## src/rtl/uart_rx_buffer.sv

```systemverilog
// UART receive buffer: interrupt/acknowledge handshake plus FWFT FIFO.
// Define UART_RX_BUFFER_ERROR_STORE_EN to keep receiver error flags per entry.
module uart_rx_buffer #(
    parameter int ADDR_WIDTH = 4
) (
    input  logic                  Clock,
    input  logic                  Reset,
    input  logic [7:0]            RxData,
    input  logic [2:0]            RxErrors,
    input  logic                  RxInterrupt,
    output logic                  RxAcknowledge,
    input  logic                  ReadEnable,
    output logic [7:0]            ReadData,
    output logic [2:0]            ReadErrors,
    output logic                  Empty,
    output logic                  Full,
    output logic [ADDR_WIDTH:0]   Count,
    output logic                  Overflow,
    input  logic                  ClearOverflow
);

    localparam int DEPTH = 2 ** ADDR_WIDTH;
    localparam logic [ADDR_WIDTH:0] FULL_CNT = {1'b1, {ADDR_WIDTH{1'b0}}};

`ifdef UART_RX_BUFFER_ERROR_STORE_EN
    localparam int EW = 11;
`else
    localparam int EW = 8;
`endif

    typedef enum logic {
        IDLE = 1'b0,
        ACK  = 1'b1
    } state_e;

    state_e state_q, state_d;

    logic sync1_q, sync2_q;

    logic [ADDR_WIDTH-1:0] wr_ptr_q, wr_ptr_d;
    logic [ADDR_WIDTH-1:0] rd_ptr_q, rd_ptr_d;
    logic [ADDR_WIDTH:0]   count_q, count_d;
    logic                  ovf_q, ovf_d;

    logic          wr_req;
    logic          wr_acc;
    logic          pop;
    logic          drop;
    logic [EW-1:0] wr_entry;
    logic [EW-1:0] rd_entry;
    logic [EW-1:0] mem [DEPTH];

    // RxInterrupt comes from another clock domain.
    always_ff @(posedge Clock or negedge Reset) begin
        if (!Reset) begin
            sync1_q <= 1'b0;
            sync2_q <= 1'b0;
        end else begin
            sync1_q <= RxInterrupt;
            sync2_q <= sync1_q;
        end
    end

    always_ff @(posedge Clock or negedge Reset) begin
        if (!Reset) begin
            state_q <= IDLE;
        end else begin
            state_q <= state_d;
        end
    end

    always_comb begin
        state_d = state_q;
        unique case (state_q)
            IDLE: if (sync2_q)  state_d = ACK;
            ACK:  if (!sync2_q) state_d = IDLE;
            default: state_d = IDLE;
        endcase
    end

    always_comb begin
        RxAcknowledge = (state_q == ACK);
        wr_req        = (state_q == IDLE) && sync2_q;
    end

    always_comb begin
        Empty  = (count_q == '0);
        Full   = (count_q == FULL_CNT);
        Count  = count_q;
        Overflow = ovf_q;
    end

    // A pop frees the slot in the same edge, so a full FIFO still accepts.
    always_comb begin
        pop    = ReadEnable && !Empty;
        wr_acc = wr_req && (!Full || pop);
        drop   = wr_req && Full && !pop;
    end

    always_comb begin
        wr_ptr_d = wr_ptr_q;
        rd_ptr_d = rd_ptr_q;
        count_d  = count_q;
        if (wr_acc) begin
            wr_ptr_d = wr_ptr_q + 1'b1;
        end
        if (pop) begin
            rd_ptr_d = rd_ptr_q + 1'b1;
        end
        unique case ({wr_acc, pop})
            2'b10:   count_d = count_q + 1'b1;
            2'b01:   count_d = count_q - 1'b1;
            default: count_d = count_q;
        endcase
    end

    always_comb begin
        ovf_d = ovf_q;
        unique case (1'b1)
            drop:          ovf_d = 1'b1;
            ClearOverflow: ovf_d = 1'b0;
            default:       ovf_d = ovf_q;
        endcase
    end

    always_ff @(posedge Clock or negedge Reset) begin
        if (!Reset) begin
            wr_ptr_q <= '0;
            rd_ptr_q <= '0;
            count_q  <= '0;
            ovf_q    <= 1'b0;
        end else begin
            wr_ptr_q <= wr_ptr_d;
            rd_ptr_q <= rd_ptr_d;
            count_q  <= count_d;
            ovf_q    <= ovf_d;
        end
    end

    always_ff @(posedge Clock) begin
        if (wr_acc) begin
            mem[wr_ptr_q] <= wr_entry;
        end
    end

    assign rd_entry = mem[rd_ptr_q];
    assign ReadData = rd_entry[7:0];

`ifdef UART_RX_BUFFER_ERROR_STORE_EN
    assign wr_entry   = {RxErrors, RxData};
    assign ReadErrors = rd_entry[10:8];
`else
    logic [2:0] unused_rx_errors;
    assign unused_rx_errors = RxErrors;
    assign wr_entry   = RxData;
    assign ReadErrors = 3'b000;
`endif

endmodule

```

## config.mk

```make
export PLATFORM = sky130hd
export DESIGN_NAME = uart_rx_buffer
export DESIGN_NICKNAME = d
export VERILOG_FILES = /design/src/rtl/uart_rx_buffer.sv
export SDC_FILE = /design/constraint.sdc
export NUM_CORES = 1
export LEC_CHECK = 0
export ABC_AREA = 1
export CAP_MARGIN = 10
export CORE_ASPECT_RATIO = 1.75
export CORE_MARGIN = 5
export CORE_UTILIZATION = 50
export CTS_CLUSTER_DIAMETER = 50
export DETAILED_ROUTE_END_ITERATION = 8
export DONT_BUFFER_PORTS = 1
export GPL_ROUTABILITY_DRIVEN = 0
export GPL_TIMING_DRIVEN = 1
export PLACE_DENSITY_LB_ADDON = 0.2
export SYNTH_ARGS = -nofsm -noshare
export SYNTH_HDL_FRONTEND = slang
export SYNTH_SLANG_ARGS = --single-unit
```

## constraint.sdc

```tcl
create_clock -name Clock -period 4.3 [get_ports Clock]
set_clock_uncertainty 0.2 [all_clocks]
set_input_delay 1.29 -clock Clock [delete_from_list [all_inputs] [get_ports Clock]]
set_output_delay 1.29 -clock Clock [all_outputs]
set_load 0.05 [all_outputs]
```

==> summary.txt <==
Pwr
  • Part of the total power dissipated in combinational logic: 0.322
  • Peak VDD IR: 0.000362 V
  • Cell Pwr Density: 751 nW/um^2
  • Leakage dissipation: 2.41 nW
  • Reg power frac: 0.363
  • Switching power: 1.98 mW
  • Switching part of the total: 0.388
  • Design internal power: 3.12 mW
  • Clock network fraction of design power: 0.314

Placement
  • IO buf count: 0
  • Worst slack at placement: 0.913 ns
  • Placed wire-length estimate after detailed placement: 8.42 mm

STA
  • Post-route setup slack: 0.516 ns
  • Worst relative slew slack: 0.323
  • Tightest Pin Transition: 1.01 ns
  • Achievable clock frequency: 264 MHz
  • Setup violations, final: 0
  • Unrepaired setup endpoints after global routing: no
  • Slew Viols, Final: 0
  • Min cycle time layout: 3.78 ns
  • Final Hold Vio Count: 0
  • Post-route fraction of the period consumed by the critical path: 0.880
  • Setup tns final: 0 ns

Detailed routing
  • Detailed-route vias per instance: 5.69
  • Highest metal layer with signal wires: met4
  • Via Count: 3706
  • DR WL/cell: 20.1 um
  • Met3 layer wire length in the routed design: 522 um
  • Routed wl met2: 7.49 mm
  • WL met1: 4.87 mm
  • Sum of routed wire length over all layers: 13.1 mm
  • Remaining antenna violation count: 0
  • 1st-pass router iterations: 4
  • Initial DRC count: 281
  • DRC viols: 0

Synth
  • Cell variety after synth: 27
  • Most common cell in the synthesized netlist: edfxtp_1
  • Flip-flop cell with the highest count after synthesis: edfxtp_1
  • Number of enable-type register cells in the synthesized netlist: 128
  • Fraction of the yosys area taken by sequential cells: 0.706
  • Top post-synthesis cells by count: edfxtp_1 (128), nor2_1 (108), o21ai_0 (55)
  • Number of synthesis warnings: 0
  • Top area cells in the synthesized netlist: edfxtp_1 (64%), dfrtp_1 (7.0%), nor2_1 (6.7%)
  • Mean Syn Cell Area: 12.1 sq um
  • Post-synthesis async set-or-reset flop share: 0.117
  • Post-synthesis cell type with the largest combined area: edfxtp_1
  • Synthesized instance count: 499
  • Synth Cell Area: 6050 sq um
  • Flops & latches, synth: 145
  • Area share of the largest cell type after synthesis: 0.635

Finish
  • Inserted Diodes: 0
  • Total number of nets in the final design: 526
  • Synth-to-Final Area Change: 12.4%
  • Area used by multi-input combinational logic: 1530 sq um
  • Ratio of cells with drive above 1 in the final layout: 0.0953
  • Fillers: 968
  • Sequential cell area in the final layout: 4270 sq um

Critical path
  • Data arrival time at the worst-slack endpoint: 2.29 ns
  • Crit. Startpoint: rd_ptr_q[1]
  • Worst Path Max Fanout: 29
  • Type of the worst setup path: flop to output port
  • Worst setup endpoint: ReadData[1]
  • Register-to-Register Path Depth: 5
  • Startpoint type of the worst setup path: flop
  • Critical Path End Type: output port
  • Internal reg-to-reg setup slack: 1.56 ns
  • Worst flop-to-flop path startpoint: RxAcknowledge
  • Worst EP required: 2.81 ns
  • Reg2Reg Capture Point: mem[12][4]

Clock network
  • Root buffer cell: clkbuf_16
  • Insertion delay of the later-clocked pin in the worst-skew pair: 0.41 ns
  • Clock buffers created by TritonCTS: 17
  • Max clock buf depth: 2
  • TritonCTS clock tree: done
  • Number of hold buffers added after cts: 0
  • H-Tree Level Count: 4
  • Number of post-CTS setup repair buffers: 0
  • Resize count post-CTS: 0
  • Clock transition time at the flip-flop clock pins of the worst setup and hold paths: 0.06 ns
  • TritonCTS Sinks: 145

GRT
  • Remaining global-route overflow: 0
  • Pin count of the biggest net entering global routing: 70
  • Global-route wire length before repair: 20.7 mm
  • Via count of the first global-routing pass: 3838
  • Global routing usage summed across all routing layers: 0.193
  • Initial antenna violation count: 0

Die
  • Area of the core: 11900 sq um
  • Row count: 53
  • Top-level port count: 36
  • Effective utilization at floorplan: 0.507
  • Die width: 93.1 um
  • Vertical die dimension: 155 um
  • Die Footprint: 14500 sq um

Hold path
  • Kind of path behind the tightest hold check: flop to flop

Status
  • Status: finished clean

Flow run
  • Maximum capacitance violations: 0
-- worst min path at each step --
stage,from,endpoint,cells after the start,slack [ns]
final,sync1_q,sync2_q,0,0.15
after global routing,sync1_q,sync2_q,0,0.18
after CTS,sync1_q,sync2_q,0,0.15
after detailed placement,sync1_q,sync2_q,0,0.14
after global placement,sync1_q,sync2_q,0,0.14
after floorplan,sync1_q,sync2_q,0,0.13
-- metrics by stage --
stage	util	instances	cell area, sq um	hold WS [ns]	power [mW]
final	0.569	651	6800	0.149	5.10
after global routing	0.569	651	6800	0.179	5.39
after CTS	0.569	651	6800	0.154	5.15
after detailed placement	0.515	619	6140	0.139	3.54
after global placement	0.515	619	6140	0.135	3.50
after floorplan	-	501	6060	0.131	3.17
-- cell type report --
class                      count  share of cell area
sequential                   145               0.628
multi-input combinational    303               0.225
clock buffer                  17              0.0626
clock inverter                15              0.0335
tap                          137              0.0252
inverter                      26              0.0144
timing repair buffer           8              0.0107
-- power groups by stage --
stage / clock network, mW / logic, mW / registers [mW]
2_1_floorplan: 0 / 1.34 / 1.83
3_5_place_dp: 0 / 1.65 / 1.88
6_report: 1.60 / 1.64 / 1.85
3_3_place_gp: 0 / 1.62 / 1.88
5_1_grt: 1.70 / 1.82 / 1.87
4_1_cts: 1.63 / 1.67 / 1.86
-- layer usage --
layer / global-route usage / up-vias
met1: 0.210 / 1831
met3: 0.0522 / 12
met2: 0.353 / 92
li1: - / 1771
met4: 0.0692 / 0
met5: 0 / -
-- critical path, stage by stage, from the launching register on --
cell and delay, ns:
dfrtp_1 0.57, buf_4 0.37, o21ai_0 0.15, o211ai_1 0.26, nand3_1 0.11, nand2_1 0.41
-- sequential cells by signal, summed over array words and instances, names as in the netlist --
name / flops
mem: 128
Count: 5
rd_ptr_q: 4
wr_ptr_q: 4
Overflow: 1
RxAcknowledge: 1
sync1_q: 1
sync2_q: 1
-- logic make-up (layout without fill, tap and decap cells) --
kind of cell	Yosys count	in the layout	synth area share
compound gates	106	106	0.101
xor+xnor	8	8	0.0116
fa+ha+maj	9	9	0.0199
buf+inv	53	66	0.0422
flops	145	145	0.706
other cells	1	3	0.000620
simple gates	177	177	0.119
-- cells in the final DEF (no fill, tap or decap), types with 3 or more instances in the layout --
| master | synthesis | routed |
|---|---|---|
| clkbuf_16 | 0 | 17 |
| nor2_1 | 108 | 108 |
| dfrtp_1 | 17 | 16 |
| nand2_1 | 35 | 35 |
| nand3_1 | 26 | 26 |
| xor2_1 | 7 | 7 |
| o21ai_0 | 55 | 55 |
| edfxtp_1 | 128 | 128 |
| a21oi_1 | 5 | 5 |
| inv_2 | 3 | 3 |
| o21ai_1 | 13 | 13 |
| conb_1 | 1 | 3 |
| nor2_2 | 3 | 3 |
| o211ai_1 | 32 | 32 |
| bufinv_16 | 0 | 5 |
| inv_1 | 21 | 21 |
| inv_6 | 0 | 6 |
| ha_1 | 8 | 8 |
| buf_4 | 5 | 7 |
No activity file was read; power rests on OpenSTA's default activity.
